`src/rtl/unified_mem_arbiter_pkg.sv`:
```
// Shared encodings for the unified memory arbiter: access sizes, port owners and FSM states.
package unified_mem_arbiter_pkg;

  localparam logic [1:0] SIZE_B = 2'b00;
  localparam logic [1:0] SIZE_H = 2'b01;
  localparam logic [1:0] SIZE_W = 2'b10;

  typedef enum logic { OWNER_IF = 1'b0, OWNER_D = 1'b1 } owner_e;
  typedef enum logic { ST_IDLE = 1'b0, ST_BUSY = 1'b1 } arb_state_e;

  // funct3 size 11 has no RV32I meaning; the memory only ever sees a full word for it.
  function automatic logic [1:0] norm_size(input logic [1:0] size);
    case (size)
      SIZE_B:  return SIZE_B;
      SIZE_H:  return SIZE_H;
      default: return SIZE_W;
    endcase
  endfunction

endpackage

```
`src/rtl/unified_mem_arbiter_starve_ctr.sv`:
```
// Saturating count of consecutive data wins over a waiting fetch; force_if hands the next slot to IF.
module arb_starve_ctr
  import unified_mem_arbiter_pkg::*;
#(
  parameter int STARVE_MAX = 4
) (
  input  logic clk,
  input  logic rst,
  input  logic if_req,
  input  logic if_gnt,
  input  logic d_gnt,
  output logic force_if
);

  localparam int CW = $clog2(STARVE_MAX + 1);
  localparam logic [CW-1:0] CNT_MAX = CW'(STARVE_MAX);

  logic [CW-1:0] starve_cnt_reg;

  always_ff @(posedge clk or negedge rst) begin
    if (!rst) begin
      starve_cnt_reg <= '0;
    end else if (if_gnt || !if_req) begin
      starve_cnt_reg <= '0;
    end else if (d_gnt && (starve_cnt_reg != CNT_MAX)) begin
      starve_cnt_reg <= starve_cnt_reg + 1'b1;
    end
  end

  assign force_if = (starve_cnt_reg == CNT_MAX);

endmodule

```
`src/rtl/unified_mem_arbiter.sv`:
```
// Arbitrates one single-port unified memory between instruction fetch and the data port,
// tracking the owner through a fixed read latency and steering the response back.
module unified_mem_arbiter
  import unified_mem_arbiter_pkg::*;
#(
  parameter int ADDR_W     = 8,
  parameter int MEM_LAT    = 1,
  parameter int STARVE_MAX = 4
) (
  input  logic              clk,
  input  logic              rst,
  input  logic              if_req,
  input  logic [ADDR_W-1:0] if_addr,
  output logic              if_gnt,
  output logic              if_rvalid,
  output logic [31:0]       if_rdata,
  output logic              if_stall,
  input  logic              d_req,
  input  logic              d_we,
  input  logic [1:0]        d_size,
  input  logic [ADDR_W-1:0] d_addr,
  input  logic [31:0]       d_wdata,
  output logic              d_gnt,
  output logic              d_rvalid,
  output logic [31:0]       d_rdata,
  output logic              mem_en,
  output logic              mem_we,
  output logic [1:0]        mem_size,
  output logic [ADDR_W-1:0] mem_addr,
  output logic [31:0]       mem_wdata,
  input  logic [31:0]       mem_rdata
);

  localparam int CNT_W = (MEM_LAT > 1) ? $clog2(MEM_LAT) : 1;
  localparam logic [CNT_W-1:0] CNT_LAST = CNT_W'(MEM_LAT - 1);

  arb_state_e       state_reg, state_next;
  logic [CNT_W-1:0] cnt_reg, cnt_next;
  owner_e           owner_reg, owner_next;
  logic             we_reg, we_next;
  logic             resp_cycle;
  logic             can_grant;
  logic             force_if;

  // The response cycle doubles as an issue slot, so accesses can run back to back.
  assign resp_cycle = (state_reg == ST_BUSY) && (cnt_reg == CNT_LAST);
  assign can_grant  = rst && ((state_reg == ST_IDLE) || resp_cycle);

  arb_starve_ctr #(
    .STARVE_MAX(STARVE_MAX)
  ) u_starve (
    .clk     (clk),
    .rst     (rst),
    .if_req  (if_req),
    .if_gnt  (if_gnt),
    .d_gnt   (d_gnt),
    .force_if(force_if)
  );

  always_ff @(posedge clk or negedge rst) begin
    if (!rst) begin
      state_reg <= ST_IDLE;
      cnt_reg   <= '0;
      owner_reg <= OWNER_IF;
      we_reg    <= 1'b0;
    end else begin
      state_reg <= state_next;
      cnt_reg   <= cnt_next;
      owner_reg <= owner_next;
      we_reg    <= we_next;
    end
  end

  always_comb begin
    state_next = state_reg;
    cnt_next   = cnt_reg;
    owner_next = owner_reg;
    we_next    = we_reg;
    if_gnt     = 1'b0;
    d_gnt      = 1'b0;
    mem_en     = 1'b0;
    mem_we     = 1'b0;
    mem_size   = SIZE_W;
    mem_addr   = if_addr;
    mem_wdata  = d_wdata;

    // Data wins unless IF has been passed over STARVE_MAX times in a row.
    if (can_grant) begin
      if (if_req && (!d_req || force_if)) begin
        if_gnt = 1'b1;
      end else if (d_req) begin
        d_gnt = 1'b1;
      end
    end

    if (d_gnt) begin
      mem_we   = d_we;
      mem_size = norm_size(d_size);
      mem_addr = d_addr;
    end
    mem_en = if_gnt || d_gnt;

    if (mem_en) begin
      state_next = ST_BUSY;
      cnt_next   = '0;
      owner_next = d_gnt ? OWNER_D : OWNER_IF;
      we_next    = d_gnt && d_we;
    end else if (state_reg == ST_BUSY) begin
      if (resp_cycle) begin
        state_next = ST_IDLE;
        cnt_next   = '0;
      end else begin
        cnt_next = cnt_reg + 1'b1;
      end
    end
  end

  assign if_stall  = if_req && !if_gnt;
  assign if_rvalid = resp_cycle && (owner_reg == OWNER_IF);
  assign d_rvalid  = resp_cycle && (owner_reg == OWNER_D);
  assign if_rdata  = if_rvalid ? mem_rdata : 32'd0;
  assign d_rdata   = (d_rvalid && !we_reg) ? mem_rdata : 32'd0;

endmodule
```
`config.mk`:
```
export PLATFORM = sky130hd
export DESIGN_NAME = unified_mem_arbiter
export DESIGN_NICKNAME = d
export VERILOG_FILES = /design/src/rtl/unified_mem_arbiter_pkg.sv /design/src/rtl/unified_mem_arbiter_starve_ctr.sv /design/src/rtl/unified_mem_arbiter.sv
export SDC_FILE = /design/constraint.sdc
export NUM_CORES = 1
export LEC_CHECK = 0
export ABC_AREA = 1
export BUFFER_PORTS_ARGS = -buffer_cell sky130_fd_sc_hd__buf_2
export CORE_AREA = 2 2 77 79
export DETAILED_ROUTE_END_ITERATION = 10
export DIE_AREA = 0 0 79 81
export PLACE_DENSITY = 0.65
export SYNTH_ARGS = -nofsm -noshare
export SYNTH_HDL_FRONTEND = slang
export SYNTH_SLANG_ARGS = --single-unit
```
`constraint.sdc`:
```
create_clock -name clk -period 1.49 [get_ports clk]
set_input_delay 0.0745 -clock clk [delete_from_list [all_inputs] [get_ports clk]]
set_output_delay 0.0745 -clock clk [all_outputs]
set_load 0.01 [all_outputs]
```
### Word-level counts from Yosys, hierarchy flattened

Index checks and enable logic that the tools add are counted.

| operators by class | value |
|---|---|
| add/subtract/negate cells | 2 |
| $mul | 0 |
| div/mod/pow operators | 0 |
| $lt $le $gt $ge | 0 |
| eq/ne operators | 3 |
| shift-type cells | 0 |
| mux-type cells | 20 |
| bitwise operators | 3 |
| reduce and logical (&&, ||, !) cells | 20 |

Operators by type and width:

| operator | number |
|---|---|
| 32-bit 2-to-1 mux | 2 |
| 1-bit 2-to-1 mux | 13 |
| 1-bit logical AND | 9 |
| 8-bit 2-to-1 mux | 1 |
| 3-bit 2-to-1 mux | 2 |
| 1-bit zero test | 4 |
| 1-bit logical OR | 4 |
| 2-bit case mux with 2 select lines | 1 |
| 2-bit nonzero test | 2 |
| 3-bit by 1-bit adder with 3-bit output (second input constant) | 1 |
| 3-bit equality test (second input constant) | 1 |
| 3-bit != test (second input constant) | 1 |
| 1-bit inverter | 3 |
| 2-bit by 1-bit equality test with 1-bit output (second input constant) | 1 |
| 2-bit zero test | 1 |
| 2-bit 2-to-1 mux | 1 |
| 1-bit adder (second input constant) | 1 |

| storage, ports and cells | value |
|---|---|
| register bits after elaboration | 7 |
| latch bits | 0 |
| RAM bits | 0 |
| memory bits (read-only) | 0 |
| input bits | 87 |
| output and inout port bits | 113 |
| word-level logic and storage cells | 53 |
| memories kept | 0 |

### Logic depth before layout (Yosys ltp)

Gate-level depths: netlist of run 1.

| logic depth | value |
|---|---|
| depth after elaboration | 8 |
| mapped depth | 9 |

### Modules after synthesis

Synthesis of run 1 repeated with hierarchy kept, for this count alone.

| unflattened totals | value |
|---|---|
| cells, all modules | 229 |
| area, all modules | 1258.7 µm² |

By module, submodules not included:

| module | instances | cells each | area an instance (µm²) | sequential area each (µm²) |
|---|---|---|---|---|
| unified_mem_arbiter | 1 | 197 | 1043.5 | 100.1 |
| arb_starve_ctr | 1 | 32 | 215.2 | 75.1 |

### Worst setup path before layout of run 1

OpenSTA, ideal clock, no wires.

| timing | value |
|---|---|
| kind | flip-flop to output port |
| start point | register u_starve.starve_cnt_reg[0] |
| end point | output mem_size[0] |
| arrival | 1307 ps |
| required time | 1416 ps |
| setup slack | 109 ps |
| cell stages (with the launch flop) | 9 |
| cell sequence | dfrtp_1 inv_1 ha_1 nand2_1 nand2_1 nand2_1 nand2_2 buf_6 nor3_1 |

| on the way | value |
|---|---|
| longest elaborated chain between the ends | 6 |

Ends and longest elaborated chain:

| item | RTL line | source |
|---|---|---|
| start, declared | unified_mem_arbiter_starve_ctr.sv:18 | `logic [CW-1:0] starve_cnt_reg;` |
| start signal, assigned | unified_mem_arbiter_starve_ctr.sv:26 | `starve_cnt_reg <= starve_cnt_reg + 1'b1;` |
| 3-bit equality test | unified_mem_arbiter_starve_ctr.sv:30 | `assign force_if = (starve_cnt_reg == CNT_MAX);` |
| 1-bit logical OR | unified_mem_arbiter.sv:89 | `if (if_req && (!d_req \|\| force_if)) begin` |
| 1-bit logical AND | unified_mem_arbiter.sv:89 |  |
| 1-bit 2-to-1 mux | unified_mem_arbiter.sv:89 |  |
| 1-bit 2-to-1 mux | unified_mem_arbiter.sv:88 | `if (can_grant) begin` |
| 2-bit 2-to-1 mux | unified_mem_arbiter.sv:96 | `if (d_gnt) begin` |
| end, declared | unified_mem_arbiter.sv:28 | `output logic [1:0] mem_size,` |

No other way between the ends.

### Worst setup path in the final report of run 1

| timing | value |
|---|---|
| start point | register u_starve.starve_cnt_reg[1] |
| end point | output if_stall |

| on the way | value |
|---|---|
| longest elaborated chain between the ends | 7 |

Ends and longest elaborated chain:

| item | RTL line | source |
|---|---|---|
| 3-bit equality test | unified_mem_arbiter_starve_ctr.sv:30 |  |
| 1-bit logical OR | unified_mem_arbiter.sv:89 |  |
| 1-bit logical AND | unified_mem_arbiter.sv:89 |  |
| 1-bit 2-to-1 mux | unified_mem_arbiter.sv:89 |  |
| 1-bit 2-to-1 mux | unified_mem_arbiter.sv:88 |  |
| 1-bit zero test | unified_mem_arbiter.sv:118 | `assign if_stall = if_req && !if_gnt;` |
| 1-bit logical AND | unified_mem_arbiter.sv:118 |  |
| end, declared | unified_mem_arbiter.sv:17 | `output logic if_stall,` |

No other way between the ends.

==> flow_metrics.env, run 1 <==
export IMPL_status="finished with violations"
export IMPL_violations="setup timing"
export IMPL_insertion_delay_ns=0.23
export IMPL_detail_route_vias_per_cell=4.05
export IMPL_layout_common_cells="buf_2 (120), nor2_1 (43), inv_1 (40)"
export IMPL_setup_violations=67
export IMPL_grt_max_degree=33
export IMPL_syn_area_um2=1200
export IMPL_htree_levels=1
export IMPL_arrival_ns=1.55
export IMPL_peakVddDrop_mv=0.561
export IMPL_drt_iter0_drc=38
export IMPL_required_ns=1.42
export IMPL_cts_buffer_depth=2
export IMPL_grt_pass1_wl_mm=5.41
export IMPL_power_leakage_nw=1.43
export IMPL_synth_seq_cells=7
export IMPL_reg2reg_slack_ns=-0.01
export IMPL_final_common_cell="buf_2"
export IMPL_reg2regPathDepth=10
export IMPL_setup_slack_ns=-0.133
export IMPL_die_area_um2=6400
export IMPL_fp_dieW_um=79
export IMPL_skew_ns=0.00650
export IMPL_yosysSeqAreaShare_pct=14.6
export IMPL_first_global_vias=1259
export IMPL_critPathMaxStageDelay_ns=0.38
export IMPL_avgSynthCellArea_um2=5.54
export IMPL_cp_end_kind="output pin"
export IMPL_rows=28
export IMPL_worst_slew_pin_slew_ns=0.328
export IMPL_drt_wl_total_mm=4.44
export IMPL_wl_per_cell_um=10.9
export IMPL_worst_hold_slack_ns=0.123
export IMPL_ys_types=19
export IMPL_dp_cells=391
export IMPL_clock_sinks=7
export IMPL_final_cell_count_no_fill=408
export IMPL_ioPinCount=200
export IMPL_r2r_end="owner_reg$_DFFE_PN0P_"
export IMPL_grt_setup_unrepaired="true"
export IMPL_antenna_found_initial=0
export IMPL_hold_end="we_reg$_DFFE_PN0P_"
export IMPL_cts_tree="yes"
export IMPL_finalNetCount=423
export IMPL_cpMostUsedCell="nand2_2"
export IMPL_nFillCells=560
export IMPL_hold_viol_final=0
export IMPL_cp_start_kind="flop"
export IMPL_num_vias=1654
export IMPL_total_power_mw=1.07
export IMPL_hold_depth=3
export IMPL_drc=0
export IMPL_start_util_pct=21.1
export IMPL_cts_buffers=3
export IMPL_min_period_ns=1.62
export IMPL_die_h_um=81
export IMPL_path_max_fanout=4
export IMPL_gp_congestion=0.785
export IMPL_utilization_pct=38.6
export IMPL_critPathKind="reg -> out"
export IMPL_diodes=0
export IMPL_clk_pin_slew_ns=0.04
export IMPL_finalCritPeriodShare_pct=109
export IMPL_cap_violations=0
export IMPL_power_density_nw_per_um2=491
export IMPL_fmax_mhz=616
export IMPL_maxSlewHeadroom_pct=78.1
export IMPL_hold_path_startpoint="d_we"
export IMPL_min_delay_path_class="in -> reg"
export IMPL_synthCells=216
export IMPL_synth_nets=305
export IMPL_r2r_start="u_starve.starve_cnt_reg[1]$_DFFE_PN0P_"
export IMPL_drive_gt1_share_pct=59.2
export IMPL_place_hpwl_mm=3.16
export IMPL_portBuffers=135
export IMPL_yosys_warnings=0
export IMPL_largest_reg_flops=3
export IMPL_final_antenna_net_count=0
export IMPL_area_growth_pct=82.8
export IMPL_dr_pass1_iters=4
export IMPL_clockRootBuffer="clkbuf_8"
export IMPL_cp_cell_sequence="inv_2 -> ha_4 -> nand2_2 -> nand2_2 -> nand2_4 -> buf_6 -> nor2_4 -> nor2_1 -> buf_2"
export IMPL_core_um2=5680
export IMPL_slowest_stage="dfrtp_1"
export IMPL_grt_usage_pct=10.5
export IMPL_drv_slew=0
export IMPL_grt_overflow=0
## kinds of logic (layout without fill, tap and decap cells)
kind of cell / Yosys count / count (layout) / share of synthesized area, %
buffers and inverters: 84 / 200 / 39.2
AOI/OAI and AO/OA: 2 / 2 / 0.836
adders and majority gates: 2 / 2 / 2.09
xor gates and xnor gates: 1 / 1 / 0.732
DFF: 7 / 7 / 14.6
and+or+nand+nor: 120 / 121 / 42.5
## metal layers
metal	global-route usage (%)	part of all wire [%]	vias up
li1	-	-	817
met1	10.8	35	708
met2	19.7	50	121
met3	3.67	12	8
met4	3.62	2.0	0
met5	0	0	-
## power breakdown
group	total, mW	switching, mW	internal, mW
registers	0.214	0.0109	0.203
clock network	0.269	0.0879	0.181
logic	0.591	0.325	0.265
## metrics by stage
stage                     area (um^2)  setup slack, ns  TNS (ns)
after floorplan                  1200            0.109         0
after global placement           1720           0.0980         0
after detailed placement         1720           0.0108         0
after CTS                        1820           -0.100     -1.14
after global routing             2190           -0.193     -9.72
final                            2190           -0.133     -1.99
## worst max-delay path by stage
stage	slack, ns	to	startpoint
after floorplan	0.11	mem_size[0]	u_starve.starve_cnt_reg[0]$_DFFE_PN0P_
after global placement	0.1	mem_addr[7]	u_starve.starve_cnt_reg[0]$_DFFE_PN0P_
after detailed placement	0.01	mem_addr[6]	u_starve.starve_cnt_reg[0]$_DFFE_PN0P_
after CTS	-0.10	mem_size[1]	u_starve.starve_cnt_reg[0]$_DFFE_PN0P_
after global routing	-0.19	if_stall	u_starve.starve_cnt_reg[1]$_DFFE_PN0P_
final	-0.13	if_stall	u_starve.starve_cnt_reg[1]$_DFFE_PN0P_
## layout make-up
class                      count  area (um^2)  area share (%)
clock buffer                   3         41.3            1.89
sequential                     7          176            8.06
clock inverter                 1         5.00           0.229
timing repair inverter         1         6.26           0.286
inverter                      45          174            7.95
tap                           75         93.8            4.29
timing repair buffer         150          952            43.5
multi-input combinational    126          739            33.8
## cell usage after synthesis
library cell / count / area share, %
ha_1: 2 / 2.1
or2_1: 1 / 0.52
buf_4: 32 / 20
nand3_1: 4 / 1.7
inv_2: 2 / 0.63
nand2_2: 3 / 1.6
nor2_4: 1 / 0.94
nor2_2: 6 / 3.1
nor3_2: 2 / 1.7
xor2_1: 1 / 0.73
buf_2: 3 / 1.3
nand2_1: 37 / 12
nand4_1: 3 / 1.6
nor2_1: 62 / 19
dfrtp_1: 7 / 15
buf_6: 4 / 3.8
nor3_1: 1 / 0.42
a21oi_1: 2 / 0.84
inv_1: 43 / 13
## worst max-delay path: cells and delay by family, from the launching register on
family | cells | cell delay, ns
buffers and inverters | 3 | 0.35
adders and majority gates | 1 | 0.13
DFF | 1 | 0.38
and+or+nand+nor | 5 | 0.45
## repair_timing
action                                 4_1_cts  5_1_grt
hold buffers                                 1        0
gates cloned                                 0        4
setup endpoints to repair                   46       79
pin swaps                                    3       10
endpoints found under the hold margin        7        0
resized for setup                            7       63
buffers inserted                             3        5
(Power assumes the default switching activity.)
==> run 2: changes to the inputs <==
--- a/config.mk
+++ b/config.mk
@@ -14,3 +14,4 @@
 export SYNTH_ARGS = -nofsm -noshare
 export SYNTH_HDL_FRONTEND = slang
 export SYNTH_SLANG_ARGS = --single-unit
+export TNS_END_PERCENT = 30
==> flow_metrics.env, run 2 (synthesis results as in run 1) <==
export IMPL_status="finished with violations"
export IMPL_violations="setup timing"
export IMPL_gp_congestion=0.785
export IMPL_skew_ns=0.00643
export IMPL_detail_route_vias_per_cell=4.00
export IMPL_placed_area_um2=1720
export IMPL_ioPinCount=200
export IMPL_wl_per_cell_um=10.5
export IMPL_place_hpwl_mm=3.16
export IMPL_cp_start_kind="flop"
export IMPL_reg2reg_slack_ns=0
export IMPL_num_vias=1633
export IMPL_reg2regPathDepth=10
export IMPL_finalNetCount=423
export IMPL_cts_buffer_depth=2
export IMPL_grt_overflow=0
export IMPL_drive_gt1_share_pct=59.2
export IMPL_arrival_ns=1.54
export IMPL_required_ns=1.42
export IMPL_portBuffers=135
export IMPL_dp_cells=391
export IMPL_diodes=0
export IMPL_first_global_vias=1259
export IMPL_hold_depth=3
export IMPL_peakVddDrop_mv=0.560
export IMPL_power_leakage_nw=1.42
export IMPL_power_density_nw_per_um2=500
export IMPL_fmax_mhz=619
export IMPL_hold_viol_final=0
export IMPL_maxSlewHeadroom_pct=78.2
export IMPL_clock_sinks=7
export IMPL_grt_max_degree=33
export IMPL_design_area_um2=2090
export IMPL_rows=28
export IMPL_fp_dieW_um=79
export IMPL_drt_iter0_drc=39
export IMPL_final_cell_count_no_fill=408
export IMPL_critPathKind="reg -> out"
export IMPL_hold_end="we_reg$_DFFE_PN0P_"
export IMPL_insertion_delay_ns=0.23
export IMPL_worst_hold_slack_ns=0.123
export IMPL_antenna_found_initial=0
export IMPL_drv_slew=0
export IMPL_clk_pin_slew_ns=0.04
export IMPL_min_period_ns=1.62
export IMPL_final_antenna_net_count=0
export IMPL_hold_path_startpoint="d_we"
export IMPL_setup_slack_ns=-0.127
export IMPL_die_area_um2=6400
export IMPL_area_growth_pct=74.3
export IMPL_worst_slew_pin_slew_ns=0.326
export IMPL_r2r_end="owner_reg$_DFFE_PN0P_"
export IMPL_clockRootBuffer="clkbuf_8"
export IMPL_die_h_um=81
export IMPL_grt_setup_unrepaired="true"
export IMPL_cp_end_kind="output pin"
export IMPL_utilization_pct=36.8
export IMPL_core_um2=5680
export IMPL_setup_violations=66
export IMPL_r2r_start="u_starve.starve_cnt_reg[1]$_DFFE_PN0P_"
export IMPL_cap_violations=0
export IMPL_final_common_cell="buf_2"
export IMPL_cts_buffers=3
export IMPL_start_util_pct=21.1
export IMPL_grt_pass1_wl_mm=5.41
export IMPL_drc=0
export IMPL_dr_pass1_iters=4
export IMPL_htree_levels=1
export IMPL_cts_tree="yes"
export IMPL_finalCritPeriodShare_pct=109
export IMPL_path_max_fanout=4
export IMPL_layout_common_cells="buf_2 (129), nor2_1 (43), inv_1 (40)"
export IMPL_grt_usage_pct=10.5
export IMPL_total_power_mw=1.04
export IMPL_drt_wl_total_mm=4.27
export IMPL_min_delay_path_class="in -> reg"
export IMPL_largest_reg_flops=3
[run 2: cell counts in the layout (fill, tap and decap cells not counted)]
Identical to the previous run, type by type.
[run 2: final cells by class]
type / instances / area [um^2]
clock inverter: 1 / 5.00
timing repair inverter: 1 / 6.26
sequential: 7 / 176
clock buffer: 3 / 41.3
multi-input combinational: 126 / 694
inverter: 45 / 174
fill: 574 / 3590
tap: 75 / 93.8
timing repair buffer: 150 / 896
[run 2: worst max path at each step]
stage	startpoint	endpoint	cells after the start
final	u_starve.starve_cnt_reg[1]$_DFFE_PN0P_	if_stall	9
after global routing	u_starve.starve_cnt_reg[1]$_DFFE_PN0P_	if_stall	9
after CTS	u_starve.starve_cnt_reg[0]$_DFFE_PN0P_	mem_size[1]	8
after detailed placement	u_starve.starve_cnt_reg[0]$_DFFE_PN0P_	mem_addr[6]	10
after global placement	u_starve.starve_cnt_reg[0]$_DFFE_PN0P_	mem_addr[7]	10
after floorplan	u_starve.starve_cnt_reg[0]$_DFFE_PN0P_	mem_size[0]	8
[run 2: power by group]
part           switching, mW  internal, mW  total, mW
combinational          0.310         0.251      0.561
clock                 0.0875         0.181      0.269
sequential            0.0108         0.203      0.214
[run 2: worst max-delay path: stages, from the launching register on]
cell     delay [ns]
dfrtp_1        0.38
inv_2          0.08
ha_4           0.13
nand2_2        0.05
nand2_2        0.10
nand2_4        0.10
buf_6          0.15
nor2_4         0.13
nor2_1         0.06
buf_2          0.13
[run 2: metal layers]
layer  global-route usage, %  up-vias  wire [um]
li1                        -      818          -
met1                    10.8      688       1540
met2                    19.7      119       2100
met3                    3.67        8        538
met4                    3.62        0         91
met5                       0        -          0
[run 2: through the flow]
step / setup slack, ns / TNS (ns)
after floorplan: 0.109 / 0
after global placement: 0.0980 / 0
after detailed placement: 0.0108 / 0
after CTS: -0.100 / -1.14
after global routing: -0.193 / -9.52
final: -0.127 / -1.69
[run 2: timing repair]
item,4_1_cts,5_1_grt
endpoints found under the hold margin,7,0
resized for setup,7,45
endpoints found under the setup margin,46,79
buffers inserted,3,5
gates cloned,0,4
pin swaps,3,10
hold buffers,1,0
==> run 3: changes to the inputs <==
--- a/config.mk
+++ b/config.mk
@@ -7,10 +7,10 @@
 export LEC_CHECK = 0
 export ABC_AREA = 1
 export BUFFER_PORTS_ARGS = -buffer_cell sky130_fd_sc_hd__buf_2
-export CORE_AREA = 2 2 77 79
+export CORE_AREA = 4 4 75 77
 export DETAILED_ROUTE_END_ITERATION = 10
 export DIE_AREA = 0 0 79 81
-export PLACE_DENSITY = 0.65
+export PLACE_DENSITY = 0.72
 export SYNTH_ARGS = -nofsm -noshare
 export SYNTH_HDL_FRONTEND = slang
 export SYNTH_SLANG_ARGS = --single-unit
==> flow_metrics.env, run 3 (synthesis results as in run 1) <==
export IMPL_grt_overflow=0
export IMPL_cts_buffers=3
export IMPL_reg2reg_slack_ns=0.13
export IMPL_maxSlewHeadroom_pct=78.8
export IMPL_required_ns=1.42
export IMPL_critPathKind="reg -> out"
export IMPL_htree_levels=1
export IMPL_power_density_nw_per_um2=502
export IMPL_min_delay_path_class="in -> reg"
export IMPL_cap_violations=0
export IMPL_drt_iter0_drc=38
export IMPL_finalNetCount=426
export IMPL_hold_viol_final=0
export IMPL_setup_slack_ns=-0.0847
export IMPL_fin_setup_tns_ns=-0.966
export IMPL_grt_pass1_wl_mm=6.13
export IMPL_die_area_um2=6400
export IMPL_drive_gt1_share_pct=65.8
export IMPL_drv_slew=0
export IMPL_first_global_vias=1455
export IMPL_rows=26
export IMPL_largest_reg_flops=3
export IMPL_gp_congestion=0.789
export IMPL_cts_tree="yes"
export IMPL_power_leakage_nw=1.45
export IMPL_die_h_um=81
export IMPL_min_period_ns=1.57
export IMPL_ioPinCount=200
export IMPL_cp_end_kind="output pin"
export IMPL_portBuffers=135
export IMPL_antenna_found_initial=0
export IMPL_core_um2=5010
export IMPL_clk_pin_slew_ns=0.04
export IMPL_cp_start_kind="flop"
export IMPL_area_growth_pct=92.9
export IMPL_diodes=0
export IMPL_path_max_fanout=3
export IMPL_clockRootBuffer="clkbuf_8"
export IMPL_wl_per_cell_um=12.1
export IMPL_insertion_delay_ns=0.23
export IMPL_dr_pass1_iters=4
export IMPL_arrival_ns=1.50
export IMPL_detail_route_vias_per_cell=4.21
export IMPL_pre_cts_ws_ns=0.0428
export IMPL_grt_usage_pct=11.5
export IMPL_worst_slew_pin_slew_ns=0.317
export IMPL_peakVddDrop_mv=0.514
export IMPL_final_antenna_net_count=0
export IMPL_num_vias=1708
export IMPL_drc=0
export IMPL_grt_setup_unrepaired="true"
export IMPL_start_util_pct=23.9
export IMPL_grt_max_degree=33
export IMPL_utilization_pct=46.1
export IMPL_setup_violations=40
export IMPL_place_hpwl_mm=3.25
export IMPL_final_common_cell="buf_2"
export IMPL_status="finished with violations"
export IMPL_violations="setup timing"
export IMPL_finalCritPeriodShare_pct=106
export IMPL_drt_wl_total_mm=4.90
export IMPL_clock_sinks=7
export IMPL_layout_common_cells="buf_2 (121), inv_1 (40), nand2_1 (33)"
export IMPL_cts_buffer_depth=2
export IMPL_fp_dieW_um=79
export IMPL_skew_ns=0.00316
export IMPL_fmax_mhz=635
==> run 3: cell types whose count changed in the layout (fill, tap and decap cells not counted), sizes merged <==
cell    previous run  this run
clkinv             1         0
clkbuf             5         8
inv               46        45
buf              147       149
==> run 3: what timing repair did <==
action / CTS / global route
buffers inserted: 5 / 3
cloned: 1 / 5
setup endpoints to repair: 47 / 79
pin swaps: 10 / 8
gates resized for setup: 16 / 77
endpoints found under the hold margin: 7 / 7
==> run 3: worst max-delay path: stages, from the launching register on <==
cell and delay (ns):
dfrtp_1 0.39, inv_2 0.09, ha_4 0.14, nand2_2 0.06
nand2_2 0.09, nand2_4 0.08, buf_6 0.14, nor2_4 0.10
nor2_1 0.05, buf_2 0.13
==> run 3: report_power, final <==
part | total [mW] | leakage [nW] | internal, mW | switching [mW]
Clock | 0.274 | 0.0228 | 0.186 | 0.0888
Sequential | 0.213 | 0.0895 | 0.203 | 0.00967
Combinational | 0.674 | 1.34 | 0.313 | 0.361
==> run 3: final timing paths <==
path / startpoint / to / depth (start not counted)
max: u_starve.starve_cnt_reg[0]$_DFFE_PN0P_ / if_stall / 9
min: d_we / we_reg$_DFFE_PN0P_ / 3
max reg2reg: u_starve.starve_cnt_reg[0]$_DFFE_PN0P_ / u_starve.starve_cnt_reg[2]$_DFFE_PN0P_ / 9
min reg2reg: we_reg$_DFFE_PN0P_ / we_reg$_DFFE_PN0P_ / 2
max in group asynchronous: rst / cnt_reg$_DFFE_PN0P_ / 2
min in group asynchronous: rst / u_starve.starve_cnt_reg[1]$_DFFE_PN0P_ / 2
==> run 3: per-stage QoR <==
stage	hold WS (ns)	instances	area (um^2)	power, mW
6_report	0.110	406	2310	1.16
4_1_cts	-0.297	397	1870	0.990
3_3_place_gp	-0.0701	387	1720	0.672
3_5_place_dp	-0.0669	387	1720	0.682
5_1_grt	0.114	406	2310	1.23
2_1_floorplan	-0.221	216	1200	0.549
==> run 3: metal layers <==
layer / track usage (%) / part of all wire, % / routed length, um
met1: 12.6 / 36 / 1740
met2: 20.8 / 51 / 2490
met3: 4.55 / 12 / 608
met4: 2.58 / 1.2 / 59
met5: 0 / 0 / 0
==> run 3: area by class of cell <==
type,instances,area [um^2]
multi-input combinational,126,808
sequential,7,176
tap,70,87.6
timing repair buffer,154,1020
clock buffer,4,45.0
fill,477,2700
inverter,45,174
